### config.mk
export PLATFORM = sky130hd
export DESIGN_NAME = ttt_auto_player_flat
export DESIGN_NICKNAME = d
export VERILOG_FILES = /design/src/rtl/ttt_pkg.sv /design/src/rtl/ttt_auto_player_if.sv /design/src/rtl/ttt_move_picker.sv /design/src/rtl/ttt_auto_player.sv /design/src/flat_wrapper.sv
export SDC_FILE = /design/constraint.sdc
export NUM_CORES = 1
export LEC_CHECK = 0
export ABC_AREA = 1
export CAP_MARGIN = 20
export CORE_AREA = 2 2 83 85
export DETAILED_ROUTE_END_ITERATION = 16
export DIE_AREA = 0 0 85 87
export PLACE_DENSITY = 0.64
export SLEW_MARGIN = 30
export SYNTH_ARGS = -nofsm -noshare
export SYNTH_HDL_FRONTEND = slang
export SYNTH_HIERARCHICAL = 1
export SYNTH_SLANG_ARGS = --single-unit
### constraint.sdc
create_clock -name clk -period 2.2 [get_ports clk]
set_clock_uncertainty 0.05 [all_clocks]
set_input_delay 0.22 -clock clk [delete_from_list [all_inputs] [get_ports clk]]
set_output_delay 0.22 -clock clk [all_outputs]
set_load 0.1 [all_outputs]
### src/rtl/ttt_pkg.sv
// Shared constants, FSM encoding and line tables for the tic-tac-toe
// automated player.
package ttt_pkg;

   localparam logic [1:0] CELL_EMPTY = 2'b00;
   localparam logic [1:0] CELL_P1    = 2'b01;
   localparam logic [1:0] CELL_P2    = 2'b10;

   localparam logic [3:0] NO_MOVE = 4'hF;

   typedef enum logic [2:0] {
      S_IDLE,
      S_THINK,
      S_DECIDE,
      S_PRESS,
      S_RELEASE
   } state_t;

   // LINES[l][j]: j-th cell of line l; l=0 is abc, l=7 is ceg
   localparam logic [7:0][2:0][3:0] LINES = {
      {4'd6, 4'd4, 4'd2},
      {4'd8, 4'd4, 4'd0},
      {4'd8, 4'd5, 4'd2},
      {4'd7, 4'd4, 4'd1},
      {4'd6, 4'd3, 4'd0},
      {4'd8, 4'd7, 4'd6},
      {4'd5, 4'd4, 4'd3},
      {4'd2, 4'd1, 4'd0}
   };

   // Fallback order: centre, corners a c g i, edges b d f h
   localparam logic [8:0][3:0] PREF = {
      4'd7, 4'd5, 4'd3, 4'd1,
      4'd8, 4'd6, 4'd2, 4'd0,
      4'd4
   };

   function automatic logic [1:0] cell_at(
      input logic [17:0] b,
      input logic [3:0]  k
   );
      return b[2*k +: 2];
   endfunction

endpackage

### src/rtl/ttt_auto_player_if.sv
// Game-side signal bundle between tic_tac_toe and the automated player.
interface ttt_auto_player_if;

   logic        enable;
   logic        p1_turn;
   logic        p2_turn;
   logic        p1_win;
   logic        p2_win;
   logic        grid_full;
   logic [17:0] board_led;
   logic [8:0]  press;
   logic [3:0]  move_idx;
   logic        busy;
   logic        ack_err;

   modport master (
      output enable, p1_turn, p2_turn,
      output p1_win, p2_win, grid_full,
      output board_led,
      input  press, move_idx, busy, ack_err
   );

   modport slave (
      input  enable, p1_turn, p2_turn,
      input  p1_win, p2_win, grid_full,
      input  board_led,
      output press, move_idx, busy, ack_err
   );

endinterface

### src/rtl/ttt_move_picker.sv
// Combinational move chooser: own win, block, centre, corners, edges.
module ttt_move_picker
   import ttt_pkg::*;
#(
   parameter int PLAYER = 2
) (
   input  logic [17:0] board,
   output logic        valid,
   output logic [3:0]  idx
);

   localparam logic [1:0] ME  = (PLAYER == 1) ? CELL_P1 : CELL_P2;
   localparam logic [1:0] OPP = (PLAYER == 1) ? CELL_P2 : CELL_P1;

   logic       win_ok, blk_ok, pref_ok;
   logic [3:0] win_k, blk_k, pref_k;
   logic [1:0] c_e, c_o1, c_o2;

   // Scan from the highest line down so the lowest qualifying one wins
   always_comb begin
      win_ok  = 1'b0;
      win_k   = '0;
      blk_ok  = 1'b0;
      blk_k   = '0;
      pref_ok = 1'b0;
      pref_k  = '0;
      c_e     = '0;
      c_o1    = '0;
      c_o2    = '0;
      for (int l = 7; l >= 0; l--) begin
         for (int j = 0; j < 3; j++) begin
            c_e  = cell_at(board, LINES[l][j]);
            c_o1 = cell_at(board, LINES[l][(j+1)%3]);
            c_o2 = cell_at(board, LINES[l][(j+2)%3]);
            if (c_e == CELL_EMPTY &&
                c_o1 == ME && c_o2 == ME) begin
               win_ok = 1'b1;
               win_k  = LINES[l][j];
            end
            if (c_e == CELL_EMPTY &&
                c_o1 == OPP && c_o2 == OPP) begin
               blk_ok = 1'b1;
               blk_k  = LINES[l][j];
            end
         end
      end
      for (int p = 8; p >= 0; p--) begin
         if (cell_at(board, PREF[p]) == CELL_EMPTY) begin
            pref_ok = 1'b1;
            pref_k  = PREF[p];
         end
      end
   end

   always_comb begin
      valid = pref_ok;
      if (win_ok)       idx = win_k;
      else if (blk_ok)  idx = blk_k;
      else if (pref_ok) idx = pref_k;
      else              idx = NO_MOVE;
   end

endmodule

### src/rtl/ttt_auto_player.sv
// Automated tic-tac-toe opponent: waits for its turn, picks a cell and
// drives a timed one-hot button press.
module ttt_auto_player
   import ttt_pkg::*;
#(
   parameter int PLAYER       = 2,
   parameter int THINK_CYCLES = 2,
   parameter int PRESS_CYCLES = 4,
   parameter int ACK_TIMEOUT  = 64
) (
   input  logic               clk,
   input  logic               reset_n,
   ttt_auto_player_if.slave   bus
);

   localparam int M1   = (THINK_CYCLES > PRESS_CYCLES) ?
                         THINK_CYCLES : PRESS_CYCLES;
   localparam int MAXC = (M1 > ACK_TIMEOUT) ? M1 : ACK_TIMEOUT;
   localparam int CW   = $clog2(MAXC + 1);

   localparam logic [CW-1:0] THINK_LAST = CW'(THINK_CYCLES - 1);
   localparam logic [CW-1:0] PRESS_LAST = CW'(PRESS_CYCLES - 1);
   localparam logic [CW-1:0] ACK_LAST   = CW'(ACK_TIMEOUT - 1);

   state_t          state_q, state_d;
   logic [CW-1:0]   cnt_q, cnt_d;
   logic [8:0]      press_q, press_d;
   logic [3:0]      move_idx_q, move_idx_d;
   logic            ack_err_q, ack_err_d;

   logic            my_turn, game_over, abort;
   logic            pick_valid;
   logic [3:0]      pick_idx;

   assign my_turn   = (PLAYER == 1) ?
                      (bus.p1_turn & ~bus.p2_turn) :
                      (bus.p2_turn & ~bus.p1_turn);
   assign game_over = bus.p1_win | bus.p2_win | bus.grid_full;
   assign abort     = game_over | ~bus.enable;

   ttt_move_picker #(
      .PLAYER (PLAYER)
   ) u_picker (
      .board (bus.board_led),
      .valid (pick_valid),
      .idx   (pick_idx)
   );

   always_ff @(posedge clk or negedge reset_n) begin
      if (!reset_n) begin
         state_q    <= S_IDLE;
         cnt_q      <= '0;
         press_q    <= '0;
         move_idx_q <= NO_MOVE;
         ack_err_q  <= 1'b0;
      end else begin
         state_q    <= state_d;
         cnt_q      <= cnt_d;
         press_q    <= press_d;
         move_idx_q <= move_idx_d;
         ack_err_q  <= ack_err_d;
      end
   end

   always_comb begin
      state_d = state_q;
      cnt_d   = cnt_q;
      if (state_q != S_IDLE && abort) begin
         state_d = S_IDLE;
         cnt_d   = '0;
      end else begin
         unique case (state_q)
            S_IDLE: begin
               if (bus.enable && my_turn && !game_over) begin
                  state_d = S_THINK;
                  cnt_d   = '0;
               end
            end
            S_THINK: begin
               if (!my_turn) begin
                  state_d = S_IDLE;
                  cnt_d   = '0;
               end else if (cnt_q == THINK_LAST) begin
                  state_d = S_DECIDE;
                  cnt_d   = '0;
               end else begin
                  cnt_d = cnt_q + 1'b1;
               end
            end
            S_DECIDE: begin
               cnt_d   = '0;
               state_d = pick_valid ? S_PRESS : S_IDLE;
            end
            S_PRESS: begin
               if (cnt_q == PRESS_LAST) begin
                  state_d = S_RELEASE;
                  cnt_d   = '0;
               end else begin
                  cnt_d = cnt_q + 1'b1;
               end
            end
            S_RELEASE: begin
               // Turn passing is the game's acknowledgement
               if (!my_turn || cnt_q == ACK_LAST) begin
                  state_d = S_IDLE;
                  cnt_d   = '0;
               end else begin
                  cnt_d = cnt_q + 1'b1;
               end
            end
            default: begin
               state_d = S_IDLE;
               cnt_d   = '0;
            end
         endcase
      end
   end

   always_comb begin
      press_d    = '0;
      move_idx_d = move_idx_q;
      if (state_d == S_PRESS) begin
         press_d = (state_q == S_DECIDE) ?
                   (9'b1 << pick_idx) : press_q;
      end
      if (state_q == S_DECIDE && state_d == S_PRESS)
         move_idx_d = pick_idx;
      ack_err_d = ack_err_q |
                  (state_q == S_RELEASE && !abort &&
                   my_turn && cnt_q == ACK_LAST);
   end

   assign bus.press    = press_q;
   assign bus.move_idx = move_idx_q;
   assign bus.busy     = (state_q != S_IDLE);
   assign bus.ack_err  = ack_err_q;

endmodule
### src/flat_wrapper.sv
// flat-port wrapper written by rule: the top's interface ports become plain ports
module ttt_auto_player_flat import ttt_pkg::*;
#(
   parameter int PLAYER       = 2,
   parameter int THINK_CYCLES = 2,
   parameter int PRESS_CYCLES = 4,
   parameter int ACK_TIMEOUT  = 64
)
  (clk, reset_n, bus_enable, bus_p1_turn, bus_p2_turn, bus_p1_win, bus_p2_win, bus_grid_full, bus_board_led, bus_press, bus_move_idx, bus_busy, bus_ack_err);
  ttt_auto_player_if bus_i ();
  input  logic clk;
  input  logic reset_n;
  input wire logic [$bits(bus_i.enable)-1:0] bus_enable;
  input wire logic [$bits(bus_i.p1_turn)-1:0] bus_p1_turn;
  input wire logic [$bits(bus_i.p2_turn)-1:0] bus_p2_turn;
  input wire logic [$bits(bus_i.p1_win)-1:0] bus_p1_win;
  input wire logic [$bits(bus_i.p2_win)-1:0] bus_p2_win;
  input wire logic [$bits(bus_i.grid_full)-1:0] bus_grid_full;
  input wire logic [$bits(bus_i.board_led)-1:0] bus_board_led;
  output wire logic [$bits(bus_i.press)-1:0] bus_press;
  output wire logic [$bits(bus_i.move_idx)-1:0] bus_move_idx;
  output wire logic [$bits(bus_i.busy)-1:0] bus_busy;
  output wire logic [$bits(bus_i.ack_err)-1:0] bus_ack_err;
  assign bus_i.enable = bus_enable;
  assign bus_i.p1_turn = bus_p1_turn;
  assign bus_i.p2_turn = bus_p2_turn;
  assign bus_i.p1_win = bus_p1_win;
  assign bus_i.p2_win = bus_p2_win;
  assign bus_i.grid_full = bus_grid_full;
  assign bus_i.board_led = bus_board_led;
  assign bus_press = bus_i.press;
  assign bus_move_idx = bus_i.move_idx;
  assign bus_busy = bus_i.busy;
  assign bus_ack_err = bus_i.ack_err;
  ttt_auto_player #(.PLAYER(PLAYER), .THINK_CYCLES(THINK_CYCLES), .PRESS_CYCLES(PRESS_CYCLES), .ACK_TIMEOUT(ACK_TIMEOUT)) u_core (.clk(clk), .reset_n(reset_n), .bus(bus_i));
endmodule
### Word-level counts from Yosys, hierarchy flattened

Index checks and enable logic that the tools add are counted.

| operators by class | value |
|---|---|
| $add $sub $neg | 1 |
| bitwise gates (word level) | 7 |
| reduce and logical (&&, ||, !) cells | 118 |
| muxes and demuxes | 134 |
| shifts and indexed selects | 1 |
| equality and inequality tests | 28 |

Operators by type and width:

| operator | count |
|---|---|
| 2-to-1 mux 4 bit | 57 |
| logical AND 1 bit | 103 |
| 2-to-1 mux 1 bit | 57 |
| 2-to-1 mux 7 bit | 6 |
| one-hot mux 7 bit (4 select lines) | 1 |
| 2-to-1 mux 3 bit | 7 |
| equality test 2 x 1 -> 1 bit (second input constant) | 9 |
| equality test 2 bit (second input constant) | 9 |
| zero test 2 bit | 9 |
| 2-to-1 mux 9 bit | 2 |
| one-hot mux 3 bit (5 select lines) | 1 |
| equality test 3 x 2 -> 1 bit (second input constant) | 3 |
| left shift 1 x 4 -> 9 bit (first input constant) | 1 |
| adder 7 x 1 -> 7 bit (second input constant) | 1 |
| equality test 7 x 1 -> 1 bit (second input constant) | 1 |
| equality test 7 x 2 -> 1 bit (second input constant) | 1 |
| equality test 7 x 6 -> 1 bit (second input constant) | 1 |
| 2-to-1 mux 2 bit | 3 |
| bitwise OR 1 bit | 4 |
| equality test 3 x 1 -> 1 bit (second input constant) | 1 |
| equality test 3 bit (second input constant) | 1 |
| zero test 1 bit | 3 |
| zero test 3 bit | 1 |
| inequality test 3 x 1 -> 1 bit (second input constant) | 1 |
| 5 further kinds | 6 |

| word-level totals | value |
|---|---|
| input port bits | 26 |
| flip-flop bits (word level) | 24 |
| word-level logic and storage cells | 294 |
| output and inout port bits | 15 |

### Logic depth before layout (Yosys ltp)

Gate-level depths: netlist of run 1.

| depth | value |
|---|---|
| depth in word-level cells | 32 |
| mapped depth | 25 |
| depth with buffers taken out | 25 |

### Modules after synthesis

The synthesis of run 1 kept the hierarchy.

By module, submodules not included:

| module | area each (um^2) | times used | cells an instance | sequential area each (um^2) |
|---|---|---|---|---|
| ttt_auto_player | 1377.6 | 1 | 182 | 605.6 |
| ttt_move_picker | 1151.1 | 1 | 250 | 0.0 |

### Worst setup path after synthesis of run 1

Ideal clock, no wire load.

| timing | value |
|---|---|
| kind | flip-flop to flip-flop |
| start | register u_core.state_q[1] |
| end | register u_core.cnt_q[6] |
| arrival time | 2046 ps |
| setup slack | 26 ps |
| buffers on the path | 0 |
| setup time | 77 ps |
| data required time | 2073 ps |
| period minus slack after synthesis | 2174 ps |
| stages on the path, launching flop included | 8 |
| cell sequence | dfrtp_1 > nor2_1 > nand2_1 > nand2_2 > o21ai_2 > a21oi_1 > nand3_1 > a21oi_1 |

| on the way | value |
|---|---|
| longest elaborated chain between the ends | 3 |
| elaborated cells on any way between the ends | 9 |
| those cells by class | 4 x eq/ne; 2 x mux; 3 x reduce/logical |

RTL lines:

| what | line | RTL |
|---|---|---|
| from (decl) | ttt_auto_player.sv:25 | `state_t state_q, state_d;` |
| from (signal assigned) | ttt_auto_player.sv:57 | `state_q <= state_d;` |
| nonzero test 3 bit (*) | - |  |
| via bus_busy | flat_wrapper.sv:22 | `output wire logic [$bits(bus_i.busy)-1:0] bus_busy;` |
| logical AND 1 bit (*) | ttt_auto_player.sv:68 | `if (state_q != S_IDLE && abort) begin` |
| inequality test 3 x 1 -> 1 bit (no line) or 2-to-1 mux 7 bit (tied branches) | - |  |
| to (signal assigned) | ttt_auto_player.sv:58 | `cnt_q <= cnt_d;` |
| to (decl) | ttt_auto_player.sv:26 | `logic [CW-1:0] cnt_q, cnt_d;` |

The timed path passes the listed nets; every way through them passes the cells marked *.
A chain may end at the register's enable or synchronous reset.

### Final worst setup path of run 1

| timing | value |
|---|---|
| start | input port bus_board_led[7] |
| end | register u_core.press_q[6] (netlist: u_core/bus.press[6]) |

| on the way | value |
|---|---|
| longest elaborated chain between the ends | 20 |
| elaborated cells on any way between the ends | 96 |
| those cells by class | 4 x eq/ne; 1 x shift; 70 x mux; 21 x reduce/logical |

RTL lines:

| what | line | RTL |
|---|---|---|
| from (decl) | flat_wrapper.sv:19 | `input wire logic [$bits(bus_i.board_led)-1:0] bus_board_led;` |
| equality test 2 x 1 -> 1 bit | ttt_move_picker.sv:41 | `c_o1 == OPP && c_o2 == OPP) begin` |
| logical AND 1 bit | ttt_move_picker.sv:40 | `if (c_e == CELL_EMPTY &&` |
| logical AND 1 bit | ttt_move_picker.sv:41 |  |
| 2-to-1 mux 4 bit or 2-to-1 mux 1 bit (tied branches) (12 in a row) | ttt_move_picker.sv:40 |  |
| 2-to-1 mux 4 bit | ttt_move_picker.sv:58 | `else if (blk_ok) idx = blk_k;` |
| 2-to-1 mux 4 bit (*) | ttt_move_picker.sv:57 | `if (win_ok) idx = win_k;` |
| via u_core.pick_idx[2] | ttt_auto_player.sv:33 | `logic [3:0] pick_idx;` |
| left shift 1 x 4 -> 9 bit (*) | ttt_auto_player.sv:124 | `(9'b1 << pick_idx) : press_q;` |
| 2-to-1 mux 9 bit (*) | ttt_auto_player.sv:123 | `press_d = (state_q == S_DECIDE) ?` |
| 2-to-1 mux 9 bit (*) | ttt_auto_player.sv:122 | `if (state_d == S_PRESS) begin` |
| to (signal assigned) | ttt_auto_player.sv:59 | `press_q <= press_d;` |
| to (decl) | ttt_auto_player.sv:27 | `logic [8:0] press_q, press_d;` |

The timed path passes the listed nets; every way through them passes the cells marked *. The select of a mux whose other input is x is not followed.

==> results of run 1 <==
==> power by group through the flow <==
stage,registers (mW),clock network (mW),logic [mW]
2_1_floorplan,0.468,0,0.244
3_3_place_gp,0.459,0,0.460
3_5_place_dp,0.460,0,0.463
4_1_cts,0.451,0.302,0.521
5_1_grt,0.452,0.318,0.647
6_report,0.451,0.294,0.594
==> cells by family (layout without fill, tap and decap cells) <==
| family | after synthesis | after routing | synth area share [%] |
|---|---|---|---|
| AOI/OAI and AO/OA | 32 | 32 | 7.92 |
| buffers and inverters | 65 | 191 | 10.5 |
| and+or+nand+nor | 305 | 305 | 55.3 |
| xor gates and xnor gates | 4 | 4 | 1.39 |
| adders and majority gates | 2 | 2 | 0.989 |
| DFF | 24 | 24 | 23.9 |
==> cell usage in the layout, fill, tap and decap left out, types with 7 or more instances in the layout <==
cell type,instances
clkbuf_2,14
nand2_2,16
clkdlybuf4s50_1,7
nor2_1,39
nor2_2,15
nand2_1,101
nand4_1,11
buf_4,94
dfrtp_1,20
nand3_2,17
inv_2,23
inv_1,37
nor2_4,15
nand3_1,65
==> worst reg2reg max path: cells and delay by family (launching register included) <==
family                   cells  cell delay [ns]
flip-flops                   1             0.39
AND/OR/NAND/NOR              6             0.60
adder cells (fa/ha/maj)      1             0.14
AO/OA/AOI/OAI                1             0.28
buffers and inverters        2             0.24
==> flip-flops by register name, indices dropped and copies added (netlist names) <==
register / cells
u_core/bus.press: 9
u_core/cnt_q: 7
u_core/bus.move_idx: 4
u_core/state_q: 3
u_core/bus.ack_err: 1
==> final timing paths <==
path	from	endpoint	slack [ns]	cells after the start
min	reset_n	u_core/cnt_q[5]	0.25	2
max reg2reg	u_core/cnt_q[1]	u_core/bus.press[6]	0.40	10
max in group asynchronous	reset_n	u_core/bus.move_idx[0]	1.56	2
min in group clk	u_core/bus.move_idx[1]	u_core/bus.move_idx[1]	0.42	2
max	bus_board_led[7]	u_core/bus.press[6]	0.07	15
min reg2reg	u_core/bus.move_idx[1]	u_core/bus.move_idx[1]	0.42	2
==> through the flow <==
| step | util [%] | instances | cell area [um2] | power (mW) | TNS, ns |
|---|---|---|---|---|---|
| global placement | 54.0 | 625 | 3540 | 0.920 | -6.92 |
| global route | 61.1 | 638 | 4020 | 1.42 | -0.0926 |
| finish | 61.1 | 638 | 4020 | 1.34 | 0 |
| CTS | 58.0 | 634 | 3810 | 1.27 | 0 |
| detailed placement | 54.0 | 625 | 3540 | 0.923 | -7.06 |
| floorplan | - | 432 | 2530 | 0.713 | 0 |
==> timing repair <==
| action | CTS | global route |
|---|---|---|
| endpoints found under the setup margin | 13 | 12 |
| gates resized for setup | 79 | 100 |
| gates cloned | 0 | 0 |
| pin swaps | 17 | 44 |
| buffers inserted | 5 | 6 |
==> cell type report <==
cell class / instances / area, um2
Inverter: 62 / 235
Tap cell: 80 / 100
Timing Repair Buffer: 125 / 968
Multi-Input combinational cell: 343 / 2050
Clock buffer: 4 / 55.1
Fill cell: 607 / 2550
Sequential cell: 24 / 606
==> layer usage <==
layer / vias to the layer above / global-route usage (%) / wire (um)
met5: - / 0 / 0
met4: 0 / 4.04 / 122
met3: 14 / 2.37 / 234
met2: 63 / 39.3 / 4170
met1: 1548 / 30.1 / 3960
li1: 1670 / - / -
==> flow_metrics.tcl, run 1 <==
set metrics [dict create \
    setup_viol 0 \
    synth.avg_cell_area_um2 5.85 \
    dieArea_mm2 0.00740 \
    slowest_stage "clkdlybuf4s15_1" \
    switching_share_pct 36.8 \
    cts_buffer_depth 2 \
    pwr-share-comb_pct 44.4 \
    drt_first_pass_iters 4 \
    wl_um 8490 \
    ys_types 39 \
    ys_warn_count 6 \
    cts_buffers 3 \
    coreArea_mm2 0.00657 \
    setup_slack_ns 0.0670 \
    antenna_left 0 \
    start_util_pct 38.5 \
    num_antenna_cells 0 \
    p_per_area_mw_per_mm2 333 \
    h-tree-depth 1 \
    slew_headroom_pct 80.6 \
    dieWidth_um 85 \
    layout.nets 587 \
    grt_pass1_vias 3104 \
    async_reset_ff_share_pct 100 \
    crit_family "simple AND/OR/NAND/NOR gates" \
    wire_per_inst_um 13.3 \
    grt_usage_pct 22.4 \
    grt_antenna_before_repair 0 \
    ys_ff_latch 24 \
    syn-num-nets 460 \
    dpl.hpwl_um 6470 \
    final_max_slew_viol_count 0 \
    grt_overflow 0 \
    pin_count 41 \
    cp_max_fo 4 \
    syn_to_final_growth_pct 58.8 \
    switching_power_uw 493 \
    cts.sinks 24 \
    clkSlewWorstSetupHoldPaths_ns 0.08 \
    period_needed_ns 2.13 \
    place.port_buffers 40 \
    yosysTopAreaCellShare_pct 19.8 \
    fmax_mhz 469 \
    arrival_ns 2.29 \
    crit_path_start_kind "input pin" \
    min_path_type "input pin to async pin" \
    drt_iter0_markers 167 \
    pre_cts_slack_ns -0.670 \
    rows 30 \
    worstPathRequired_ns 2.35 \
    synth_area_leaders "dfrtp_1 20%, nand2_1 17%, nand3_1 17%" \
    post-synth-top-count-cell "nand2_1" \
    timing.max_cap.violations 0 \
    endpoint_kind "flop" \
    outcome "finished clean" \
    yosysSeqAreaShare_pct 23.9 \
    hold_ws_ns 0.252 \
    period_share_pct 97.0 \
    path_cells "clkdlybuf4s15_1 -> nor2_2 -> buf_4 -> nand3_1 -> nand3_1 -> nor3_2 -> nand2_1 -> buf_4 -> a21oi_1 -> a31oi_1 -> o21ai_2 -> nand2_4 -> nor2_4 -> nand3_2 -> nand2_1" \
    synth-edff-count 0 \
    drive_gt1_share_pct 43.0 \
    p_clk_share_pct 21.9 \
    cts_tree "done" \
    die_h_um 87 \
    clock-root-buffer "clkbuf_8" \
    worstSkewPairLatency_ns 0.26 \
    p_leak_nw 2.13 \
    path_class "input pin to flop" \
    grt_pass1_wl_um 13700 \
    gp_congestion 0.959 \
    pwr-share-seq_pct 33.7 \
    tightest_slew_ns 0.288 \
    irDropWorstVdd_v 0.000247 \
    synth_common_cells "116 x nand2_1, 85 x nand3_1, 60 x nor2_1" \
    yosysTopAreaCell "dfrtp_1" \
    grt_max_degree 25 \
    via_count 3295 \
    path_buf_inv 3 \
    viasPerCell 5.16 \
    hold_buffers 0 \
    synthCells 432 \
    drc 0 \
    cpPeakStageDelay_ns 0.28 \
    synth_ff_type "dfrtp_1" \
    p_int_uw 846 \
    hold_viol 0 \
    synth_area_mm2 0.00253 \
]
No activity file was read; power rests on OpenSTA's default activity.
==> inputs of run 2 (changes only) <==
- ABC_CLOCK_PERIOD_IN_PS: default -> 2200
- CORE_AREA: 2 2 83 85 -> 4 4 85 87
- DIE_AREA: 0 0 85 87 -> 0 0 89 91
==> run 2 against run 1 <==
Utilization increased by 6.5 points; critical path depth increased by 3; maximum frequency increased by 0.33%; die area increased by 9.5%; wire length increased by 11%; clock-buffer cell count unchanged; sequential share of layout area decreased by 0.98 points; first-iteration DRC count increased by 46%.
==> flow_metrics.tcl, run 2 (synthesis gave the netlist of run 1 again) <==
set metrics [dict create \
    largest_reg_flops 9 \
    via_count 3500 \
    grt_pass1_vias 3262 \
    total_power_mw 1.39 \
    cp_max_fo 4 \
    irDropWorstVdd_v 0.000384 \
    setup_slack_ns 0.0740 \
    rr_startpoint "u_core/cnt_q[1]" \
    period_share_pct 96.6 \
    tightest_slew_ns 0.432 \
    hold_buffers 0 \
    rows 29 \
    slowest_stage "nor3_2" \
    drc 0 \
    grt_antenna_before_repair 0 \
    slew_headroom_pct 71.0 \
    start_util_pct 39.8 \
    path_buf_inv 6 \
    hold_ws_ns 0.258 \
    endpoint_kind "flop" \
    drive_gt1_share_pct 48.0 \
    fmax_mhz 470 \
    wire_per_inst_um 14.4 \
    crit_family "simple AND/OR/NAND/NOR gates" \
    cts_buffers 3 \
    pin_count 41 \
    dpl.hpwl_um 6570 \
    clock-root-buffer "clkbuf_8" \
    num_antenna_cells 0 \
    place.port_buffers 40 \
    timing.max_cap.violations 0 \
    p_leak_nw 2.24 \
    grt_pass1_wl_um 14700 \
    crit_path_end "u_core/bus.press[1]" \
    path_cells "clkbuf_2 -> inv_2 -> nor2_4 -> buf_6 -> buf_4 -> nand3_1 -> nand2_2 -> nor3_2 -> nand2_1 -> buf_4 -> a21oi_2 -> a31oi_2 -> o21ai_4 -> inv_2 -> nand2_2 -> nor2_2 -> nand3_1 -> nand2_1" \
    drt_first_pass_iters 7 \
    path_class "input pin to flop" \
    worstPathRequired_ns 2.30 \
    final_cell_mix "111 x buf_4, 98 x nand2_1, 57 x nand3_1" \
    cpPeakStageDelay_ns 0.22 \
    hold_viol 0 \
    pre_cts_slack_ns -0.655 \
    min_path_type "input pin to async pin" \
    gp_congestion 1.00 \
    cts.sinks 24 \
    reg2reg_to "u_core/bus.press[4]" \
    fin_setup_tns_ns 0 \
    outcome "finished clean" \
    final_common_cell "buf_4" \
    worstSkewPairLatency_ns 0.26 \
    arrival_ns 2.23 \
    grt_max_degree 25 \
    ff2ff_path_depth 10 \
    setup_viol 0 \
    h-tree-depth 1 \
    crit_path_start_kind "input pin" \
    cts_buffer_depth 2 \
    final_max_slew_viol_count 0 \
    clkSlewWorstSetupHoldPaths_ns 0.08 \
    dieWidth_um 89 \
    cts_tree "done" \
    dieArea_mm2 0.00810 \
    rrSetupSlack_ns 0.41 \
    path_depth 18 \
    coreArea_mm2 0.00635 \
    crit_start "bus_board_led[16]" \
    syn_to_final_growth_pct 69.9 \
    grt_usage_pct 22.0 \
    die_h_um 91 \
    period_needed_ns 2.13 \
    p_per_area_mw_per_mm2 323 \
    antenna_left 0 \
    layout.nets 606 \
    grt_overflow 0 \
    rsz0062_at_grt "yes" \
    viasPerCell 5.35 \
    wl_um 9390 \
    drt_iter0_markers 243 \
]
## run 2: changes by cell type in the layout (fill, tap and decap cells not counted), sizes merged
| cell | delta |
|---|---|
| buf | +18 |
| clkbuf | +2 |
| clkdlybuf4s15 | -1 |
## run 2: worst min path at each step
stage,from,end,slack (ns),cells past startpoint
2_1_floorplan,reset_n,u_core/bus.ack_err,-0.13,0
3_3_place_gp,u_core/bus.move_idx[3],u_core/bus.move_idx[3],0.41,2
3_5_place_dp,u_core/bus.move_idx[0],u_core/bus.move_idx[0],0.41,2
4_1_cts,reset_n,u_core/cnt_q[5],0.26,2
5_1_grt,reset_n,u_core/cnt_q[1],0.28,2
6_report,reset_n,u_core/cnt_q[3],0.26,2
## run 2: cell type report
| cell class | count | area (um2) |
|---|---|---|
| Fill cell | 518 | 2050 |
| Inverter | 62 | 243 |
| Sequential cell | 24 | 606 |
| Timing Repair Buffer | 144 | 1130 |
| Multi-Input combinational cell | 343 | 2180 |
| Clock buffer | 4 | 45.0 |
| Tap cell | 77 | 96.3 |
## run 2: metrics by stage
| stage | instance area [um2] | cells | utilization, % |
|---|---|---|---|
| 2_1_floorplan | 2530 | 432 | - |
| 3_3_place_gp | 3610 | 631 | 56.8 |
| 3_5_place_dp | 3610 | 631 | 56.8 |
| 4_1_cts | 3920 | 641 | 61.8 |
| 5_1_grt | 4300 | 654 | 67.6 |
| 6_report | 4300 | 654 | 67.6 |
## run 2: power by group
part / switching [mW] / internal, mW / total, mW
Clock: 0.127 / 0.129 / 0.256
Sequential: 0.00541 / 0.446 / 0.451
Combinational: 0.400 / 0.281 / 0.681
## run 2: repair_timing
action	4_1_cts	5_1_grt
buffers inserted	6	13
setup endpoints to repair	13	13
pin swaps	14	48
gates resized for setup	89	123
## run 2: worst register-to-register path, delay by kind of cell, from the launching register on
family / cells / cell delay [ns]
fa+ha+maj: 1 / 0.14
flops: 1 / 0.38
compound gates: 1 / 0.26
simple gates: 6 / 0.59
buf+inv: 2 / 0.24
## run 2: layer usage
layer,vias up,part of all wire (%),global-route usage (%)
met1,1634,42,30.1
li1,1720,-,-
met3,18,5.8,3.08
met5,-,0,0
met2,128,51,37.9
met4,0,1.1,2.48
